## config.mk

```make
export PLATFORM = sky130hd
export DESIGN_NAME = run_launcher
export DESIGN_NICKNAME = d
export VERILOG_FILES = /design/src/rtl/run_launcher.sv
export SDC_FILE = /design/constraint.sdc
export NUM_CORES = 1
export LEC_CHECK = 0
export ABC_AREA = 1
export BUFFER_PORTS_ARGS = -buffer_cell sky130_fd_sc_hd__buf_2
export CAP_MARGIN = 25
export CORE_MARGIN = 5
export CORE_UTILIZATION = 49
export DETAILED_ROUTE_END_ITERATION = 10
export GPL_TIMING_DRIVEN = 0
export PLACE_DENSITY = 0.85
export SLEW_MARGIN = 10
export SYNTH_ARGS = -nofsm -noshare
export SYNTH_HDL_FRONTEND = slang
export SYNTH_SLANG_ARGS = --single-unit
```

## constraint.sdc

```tcl
create_clock -name clk -period 2.3 [get_ports clk]
set_clock_uncertainty 0.1 [all_clocks]
set_input_delay 0.345 -clock clk [delete_from_list [all_inputs] [get_ports clk]]
set_output_delay 0.345 -clock clk [all_outputs]
set_load 0.03 [all_outputs]
```

## src/rtl/run_launcher.sv

```systemverilog
// run_launcher: host-side initiator for the processor req/done handshake.
// Preloads a data-memory window from a byte stream, pulses req, waits for
// done with a cycle counter and timeout, then streams a result window out.
module run_launcher #(
    parameter int AW        = 8,
    parameter int DW        = 8,
    parameter int CW        = 16,
    parameter int LD_BASE   = 0,
    parameter int LD_LEN    = 64,
    parameter int RD_BASE   = 64,
    parameter int RD_LEN    = 16,
    parameter int TIMEOUT   = 4000,
    parameter int DONE_MASK = 2
) (
    input  logic          clk,
    input  logic          reset,
    input  logic          start,
    input  logic          abort,
    input  logic          ld_valid,
    input  logic [DW-1:0] ld_data,
    output logic          ld_ready,
    output logic          req,
    input  logic          done,
    output logic          mem_wr_en,
    output logic [AW-1:0] mem_addr,
    output logic [DW-1:0] mem_wdata,
    input  logic [DW-1:0] mem_rdata,
    output logic          rd_valid,
    input  logic          rd_ready,
    output logic [AW-1:0] rd_addr,
    output logic [DW-1:0] rd_data,
    output logic          busy,
    output logic          finished,
    output logic          timed_out,
    output logic [CW-1:0] cycles
);

    // idx is one bit wider than an address so a full 2**AW window can be counted
    localparam int IW = AW + 1;

    localparam logic [IW-1:0] LD_LAST   = IW'(LD_LEN - 1);
    localparam logic [IW-1:0] RD_LAST   = IW'(RD_LEN - 1);
    localparam logic [AW-1:0] LD_BASE_A = AW'(LD_BASE);
    localparam logic [AW-1:0] RD_BASE_A = AW'(RD_BASE);
    localparam logic [CW:0]   TMO_W     = (CW + 1)'(TIMEOUT);
    localparam logic [CW-1:0] MASK_W    = CW'(DONE_MASK);
    localparam logic [CW-1:0] CYC_MAX   = '1;
    localparam logic          SKIP_LOAD = (LD_LEN == 0);
    localparam logic          SKIP_DUMP = (RD_LEN == 0);

    typedef enum logic [2:0] {
        ST_IDLE,
        ST_LOAD,
        ST_REQ,
        ST_WAIT,
        ST_DUMP,
        ST_FIN
    } state_t;

    state_t          state;
    state_t          state_n;
    logic [IW-1:0]   idx;
    logic [CW-1:0]   mask_cnt;

    logic            start_ok;
    logic            ld_hs;
    logic            rd_hs;
    logic            load_last;
    logic            dump_last;
    logic            done_ok;
    logic [CW-1:0]   cycles_inc;
    logic            timeout_hit;
    logic [AW-1:0]   ld_ptr;
    logic [AW-1:0]   rd_ptr;

    // Handshake, counter and address decode shared by next-state and datapath
    always_comb begin
        start_ok    = (state == ST_IDLE) && start && !abort;
        ld_hs       = (state == ST_LOAD) && ld_valid && !abort;
        rd_hs       = (state == ST_DUMP) && rd_ready && !abort;
        load_last   = (idx == LD_LAST);
        dump_last   = (idx == RD_LAST);
        done_ok     = done && (mask_cnt >= MASK_W);
        cycles_inc  = (cycles == CYC_MAX) ? cycles : cycles + CW'(1);
        timeout_hit = ({1'b0, cycles_inc} >= TMO_W);
        ld_ptr      = LD_BASE_A + idx[AW-1:0];
        rd_ptr      = RD_BASE_A + idx[AW-1:0];
    end

    // State register
    always_ff @(posedge clk or negedge reset) begin
        if (!reset) begin
            state <= ST_IDLE;
        end else begin
            state <= state_n;
        end
    end

    // Next-state logic; abort overrides every transition
    always_comb begin
        state_n = state;
        if (abort) begin
            state_n = ST_IDLE;
        end else begin
            case (state)
                ST_IDLE: begin
                    if (start) begin
                        state_n = SKIP_LOAD ? ST_REQ : ST_LOAD;
                    end
                end
                ST_LOAD: begin
                    if (ld_hs && load_last) begin
                        state_n = ST_REQ;
                    end
                end
                ST_REQ: begin
                    state_n = ST_WAIT;
                end
                ST_WAIT: begin
                    // an unmasked done takes priority over a coincident timeout
                    if (done_ok) begin
                        state_n = SKIP_DUMP ? ST_FIN : ST_DUMP;
                    end else if (timeout_hit) begin
                        state_n = ST_FIN;
                    end
                end
                ST_DUMP: begin
                    if (rd_hs && dump_last) begin
                        state_n = ST_FIN;
                    end
                end
                ST_FIN: begin
                    state_n = ST_IDLE;
                end
                default: begin
                    state_n = ST_IDLE;
                end
            endcase
        end
    end

    // Window index, WAIT cycle counter, done mask counter and sticky timeout flag
    always_ff @(posedge clk or negedge reset) begin
        if (!reset) begin
            idx       <= '0;
            cycles    <= '0;
            mask_cnt  <= '0;
            timed_out <= 1'b0;
        end else begin
            case (state)
                ST_IDLE: begin
                    if (start_ok) begin
                        idx       <= '0;
                        cycles    <= '0;
                        timed_out <= 1'b0;
                    end
                end
                ST_LOAD: begin
                    if (ld_hs) begin
                        idx <= load_last ? '0 : idx + IW'(1);
                    end
                end
                ST_REQ: begin
                    mask_cnt <= '0;
                end
                ST_WAIT: begin
                    if (!abort) begin
                        cycles <= cycles_inc;
                        if (mask_cnt < MASK_W) begin
                            mask_cnt <= mask_cnt + CW'(1);
                        end
                        if (!done_ok && timeout_hit) begin
                            timed_out <= 1'b1;
                        end
                    end
                end
                ST_DUMP: begin
                    if (rd_hs) begin
                        idx <= dump_last ? '0 : idx + IW'(1);
                    end
                end
                default: begin
                end
            endcase
        end
    end

    // Moore/handshake outputs; abort suppresses every strobe in the same cycle
    always_comb begin
        ld_ready  = 1'b0;
        mem_wr_en = 1'b0;
        mem_addr  = '0;
        mem_wdata = '0;
        req       = 1'b0;
        rd_valid  = 1'b0;
        rd_addr   = '0;
        rd_data   = '0;
        finished  = 1'b0;
        busy      = (state != ST_IDLE);
        case (state)
            ST_LOAD: begin
                ld_ready  = !abort;
                mem_wr_en = ld_hs;
                mem_addr  = ld_ptr;
                mem_wdata = ld_data;
            end
            ST_REQ: begin
                req = !abort;
            end
            ST_DUMP: begin
                rd_valid = !abort;
                mem_addr = rd_ptr;
                rd_addr  = rd_ptr;
                rd_data  = mem_rdata;
            end
            ST_FIN: begin
                finished = !abort;
            end
            default: begin
            end
        endcase
    end

endmodule

```

==> results of run 1 <==
-- flip-flops by register name (all words and copies together) (netlist names) --
| register | count |
|---|---|
| mask_cnt | 16 |
| idx | 9 |
| cycles | 16 |
| timed_out | 1 |
| state | 3 |
-- final timing paths --
path	from	endpoint	slack (ps)	depth (start not counted)
setup / recovery	state[0]$_DFFE_PN0P_	mem_addr[7]	110	6
hold / removal	abort	state[1]$_DFFE_PN0P_	320	4
setup reg to reg	cycles[0]$_DFFE_PN0P_	state[0]$_DFFE_PN0P_	230	12
hold reg to reg	mask_cnt[15]$_DFFE_PN0P_	mask_cnt[15]$_DFFE_PN0P_	400	2
max in group asynchronous	reset	state[1]$_DFFE_PN0P_	1280	3
min in group asynchronous	reset	cycles[2]$_DFFE_PN0P_	330	2
-- cell usage in the layout, fill, tap and decap left out, types with 6 or more instances in the layout --
cell	synthesis	routed
nand2_1	81	81
buf_2	1	79
nor2_1	78	78
inv_1	74	73
dfrtp_1	45	43
nand3_1	28	28
o21ai_0	20	20
a21oi_1	15	15
nand4_1	10	10
inv_2	5	6
nor3_1	7	6
ha_1	6	6
-- metal layers --
metal  wire length [um]  track usage  vias up
met5                  0            0        -
met2               3490        0.328      106
met1               3050        0.249     1340
met3                480       0.0333        4
met4                 42       0.0567        0
li1                   -            -     1482
-- area by class of cell --
type	count	area, um2
flip-flops and latches	45	1130
clock buffers	5	68.8
multi-input cells	284	1420
well taps	72	90.1
inverters	80	300
clock inverters	3	46.3
plain buffers	6	27.5
repair buffers	79	418
fillers	487	2080
-- cell families after synthesis --
family,after synthesis,share of synthesized area
simple gates,223,0.354
buf+inv,86,0.113
compound gates,55,0.112
flops,45,0.394
fa+ha+maj,6,0.0263
-- where the power goes --
group          internal, mW  total (mW)  switching [mW]
registers             0.858       0.946          0.0877
clock network         0.325       0.610           0.285
logic                 0.346        1.31           0.960
-- per-stage QoR --
| stage | cell area, um2 | std cells |
|---|---|---|
| after floorplan | 2860 | 415 |
| after global placement | 3330 | 564 |
| after detailed placement | 3330 | 564 |
| after CTS | 3450 | 572 |
| after global routing | 3490 | 574 |
| final | 3490 | 574 |
-- worst max-delay path, stage by stage, from the launching register on --
cell and delay (ps):
dfrtp_2 450, inv_1 110, nor3_2 200, inv_2 120, clkbuf_2 200, o22ai_1 140, buf_2 220
-- what timing repair did --
item	in CTS	in global routing
buffers inserted	0	0
cloned	0	0
hold buffers	0	1
endpoints found under the setup margin	20	26
resized for setup	4	7
hold endpoints to repair	0	9
==> results_dict.tcl, run 1 <==
set metrics [dict create \
    final_nets 530 \
    synth_area_leaders "dfrtp_1 (39%), nand2_1 (11%), nor2_1 (10%)" \
    antenna_left 0 \
    drt-total-wl_um 7070 \
    core_um2 5570 \
    die_w_um 86.3 \
    row_count 27 \
    worstSkewPairLatency_ps 300 \
    fin_crit_sh 0.953 \
    postLayoutCoreUtil 0.627 \
    h-tree-depth 2 \
    slew_headroom 0.465 \
    wire_per_inst_um 12.3 \
    setup_slack_ps 109 \
    gr-total-overflow 0 \
    portBuffers 77 \
    area_growth_syn_to_layout_pct 22.4 \
    ir_drop_mv 0.612 \
    cap_violations 0 \
    path_clk_slew_ps 90 \
    synth_nets 444 \
    status "finished clean" \
    die_h_um 86.3 \
    worstPathMaxFanout 10 \
    synth_area_leader_cell "dfrtp_1" \
    synth_edf_count 0 \
    min_period_ps 2190 \
    first_pass_iters 4 \
    drive_above_1_share 0.235 \
    synthTopCellsByCount "nand2_1 (81), nor2_1 (78), inv_1 (74), dfrtp_1 (45), nand3_1 (28)" \
    critPathArrivalTime_ps 1750 \
    track_usage 0.192 \
    grt_max_degree 46 \
    drt-vias-per-instance 5.11 \
    criticalPathCategory "register to primary output" \
    whs_ps 324 \
    drc 0 \
    rsz0062_at_grt "true" \
    io_pins 78 \
    holdCritPathClass "input port to register" \
    clkSinkCount 45 \
    cp-end-kind "primary output" \
    grt_pass1_wl_um 11900 \
    cp.required_ps 1860 \
    hold_viol 0 \
    start_kind "register" \
    cts_buffer_depth 2 \
    setup_viol 0 \
    cts_buffers 5 \
    gp_congestion 0.900 \
    first_global_vias 2822 \
    synthCells 415 \
    avgSynthCellArea_um2 6.88 \
    p_total_mw 2.86 \
    dp_hpwl_um 5510 \
    async_reset_ff_frac 1.00 \
    finalMaxSlewViolations 0 \
    fmax_mhz 456 \
    p_leak_nw 1.88 \
    dieArea_um2 7450 \
    synth_largest_type_area_fraction 0.394 \
    antenna_found_initial 0 \
    yosys_warnings 0 \
    setup-tns-final_ps 0 \
    num_antenna_cells 0 \
    cts_tree "yes" \
    drt-initial-drc-count 133 \
    vias 2932 \
    seq_area_frac_synth 0.394 \
    post-synth-top-count-cell "nand2_1" \
    worstMarginPinSlew_ps 796 \
    pre_cts_slack_ps 233 \
    synth_area_um2 2860 \
    root_buffer "clkbuf_8" \
    initial_core_util 0.512 \
    powerDensity_nw_per_um2 819 \
    ys.flop_type "dfrtp_1" \
    synth_cell_type_count 33 \
    ys_ff_latch 45 \
]
Note: power is estimated with default switching activity, not from simulation.
==> inputs of run 2 (changes only) <==
--- a/config.mk
+++ b/config.mk
@@ -8,11 +8,13 @@
 export ABC_AREA = 1
 export BUFFER_PORTS_ARGS = -buffer_cell sky130_fd_sc_hd__buf_2
 export CAP_MARGIN = 25
+export CELL_PAD_IN_SITES_DETAIL_PLACEMENT = 1
+export CELL_PAD_IN_SITES_GLOBAL_PLACEMENT = 1
 export CORE_MARGIN = 5
-export CORE_UTILIZATION = 49
+export CORE_UTILIZATION = 37
 export DETAILED_ROUTE_END_ITERATION = 10
 export GPL_TIMING_DRIVEN = 0
-export PLACE_DENSITY = 0.85
+export PLACE_DENSITY = 0.84
 export SLEW_MARGIN = 10
 export SYNTH_ARGS = -nofsm -noshare
 export SYNTH_HDL_FRONTEND = slang
==> results_dict.tcl, run 2 (same netlist as run 1, synthesis figures left out) <==
set metrics [dict create \
    holdCritPathClass "input port to register" \
    root_buffer "clkbuf_8" \
    p_total_mw 2.91 \
    portBuffers 77 \
    slew_headroom 0.509 \
    drt-vias-per-instance 4.89 \
    final_nets 533 \
    crit_path_max_incr_delay_ps 480 \
    dieArea_um2 9570 \
    grt_max_degree 46 \
    first_global_vias 3178 \
    p_leak_nw 1.89 \
    worstPathMaxFanout 10 \
    final_common_cell "nand2_1" \
    drt-total-wl_um 8800 \
    p_sw_frac 0.500 \
    drive_above_1_share 0.246 \
    row_count 32 \
    status "finished clean" \
    cap_violations 0 \
    power_switching_mw 1.46 \
    path_clk_slew_ps 110 \
    reg.largest.list "cycles: 16 flops, mask_cnt: 16 flops, idx: 9 flops" \
    cts_tree "yes" \
    initial_core_util 0.375 \
    layout_common_cells "nand2_1 (81), nor2_1 (77), inv_1 (73), buf_2 (73), dfrtp_1 (41)" \
    worstSkewPairLatency_ps 320 \
    pre_cts_slack_ps 98.1 \
    fin_crit_sh 0.962 \
    cts_buffers 5 \
    whs_ps 280 \
    antenna_left 0 \
    grt_pass1_wl_um 15100 \
    setup_viol 0 \
    clkSinkCount 45 \
    clkPwrFrac 0.196 \
    path_cells "nor2_4 > nand2_1 > buf_4 > clkbuf_4 > nor2_1 > buf_2" \
    placed_area_um2 3370 \
    min_period_ps 2210 \
    wire_per_inst_um 14.5 \
    drt-initial-drc-count 98 \
    seqPwrFrac 0.330 \
    cts_buffer_depth 2 \
    r2r-start "state[2]$_DFFE_PN0P_" \
    first_pass_iters 4 \
    finalMaxSlewViolations 0 \
    setup_slack_ps 86.9 \
    startpoint "state[1]$_DFFE_PN0P_" \
    hold_start "rd_ready" \
    powerDensity_nw_per_um2 817 \
    start_kind "register" \
    worstMarginPinSlew_ps 730 \
    h-tree-depth 2 \
    criticalPathCategory "register to primary output" \
    drc 0 \
    die_h_um 97.8 \
    track_usage 0.190 \
    dp_hpwl_um 6780 \
    instances_no_fill 607 \
    core_um2 7610 \
    hold_viol 0 \
    antenna_found_initial 0 \
    ir_drop_mv 0.390 \
    die_w_um 97.8 \
    area_growth_syn_to_layout_pct 24.9 \
    internal_power_mw 1.46 \
    combPwrFrac 0.475 \
    cp.required_ps 1860 \
    slowest_stage "dfrtp_2" \
    num_antenna_cells 0 \
    critPathArrivalTime_ps 1770 \
    io_pins 78 \
    fmax_mhz 452 \
    place_inst 594 \
    cp-end-kind "primary output" \
    gp_congestion 0.862 \
    vias 2966 \
    gr-total-overflow 0 \
    final_area_um2 3570 \
]
run 2: cell count changes in the layout (fill, tap and decap cells not counted), sizes merged:
cell,before,now
buf,80,83
bufinv,1,0
clkinv,2,1
clkinvlp,1,0
inv,79,82
run 2: area by class of cell:
class                      count  area, um2
buffer                         6       32.5
sequential                    45       1130
timing repair buffer          82        453
clock buffer                   5       68.8
inverter                      80        300
clock inverter                 3       28.8
tap                          102        128
fill                        1030       4040
multi-input combinational    284       1420
run 2: through the flow:
step	util	TNS [ps]
after detailed placement	0.443	0
final	0.469	0
after floorplan	-	0
after CTS	0.458	0
after global placement	0.443	0
after global routing	0.469	-50.2
run 2: routing by layer:
metal / routed length (um) / GRT usage
met3: 361 / 0.0386
met5: 0 / 0
met1: 3830 / 0.233
met2: 4470 / 0.339
met4: 140 / 0.0511
run 2: power groups by stage:
stage	clock [mW]	sequential [mW]	combinational, mW
after floorplan	0	0.957	0.930
after global placement	0	0.947	1.30
after detailed placement	0	0.953	1.34
after CTS	0.583	0.951	1.36
after global routing	0.622	0.970	1.53
final	0.570	0.960	1.38
run 2: worst max-delay path: cells and delay by family, from the launching register on:
family,cells,cell delay (ps)
DFF,1,480
buffers and inverters,3,590
and+or+nand+nor,3,370
run 2: timing repair:
item	CTS	global route
buffers inserted	0	3
pin swaps	0	1
hold buffers	0	1
hold endpoints to repair	0	17
resized for setup	8	20
endpoints found under the setup margin	26	30
run 2: final timing paths:
path | to | slack [ps] | cells past startpoint
min reg2reg | mask_cnt[11]$_DFFE_PN0P_ | 400 | 2
min | state[2]$_DFFE_PN0P_ | 280 | 4
max reg2reg | cycles[1]$_DFFE_PN0P_ | 160 | 10
min in group asynchronous | cycles[12]$_DFFE_PN0P_ | 390 | 2
max | rd_data[4] | 90 | 6
max in group asynchronous | state[0]$_DFFE_PN0P_ | 1180 | 3
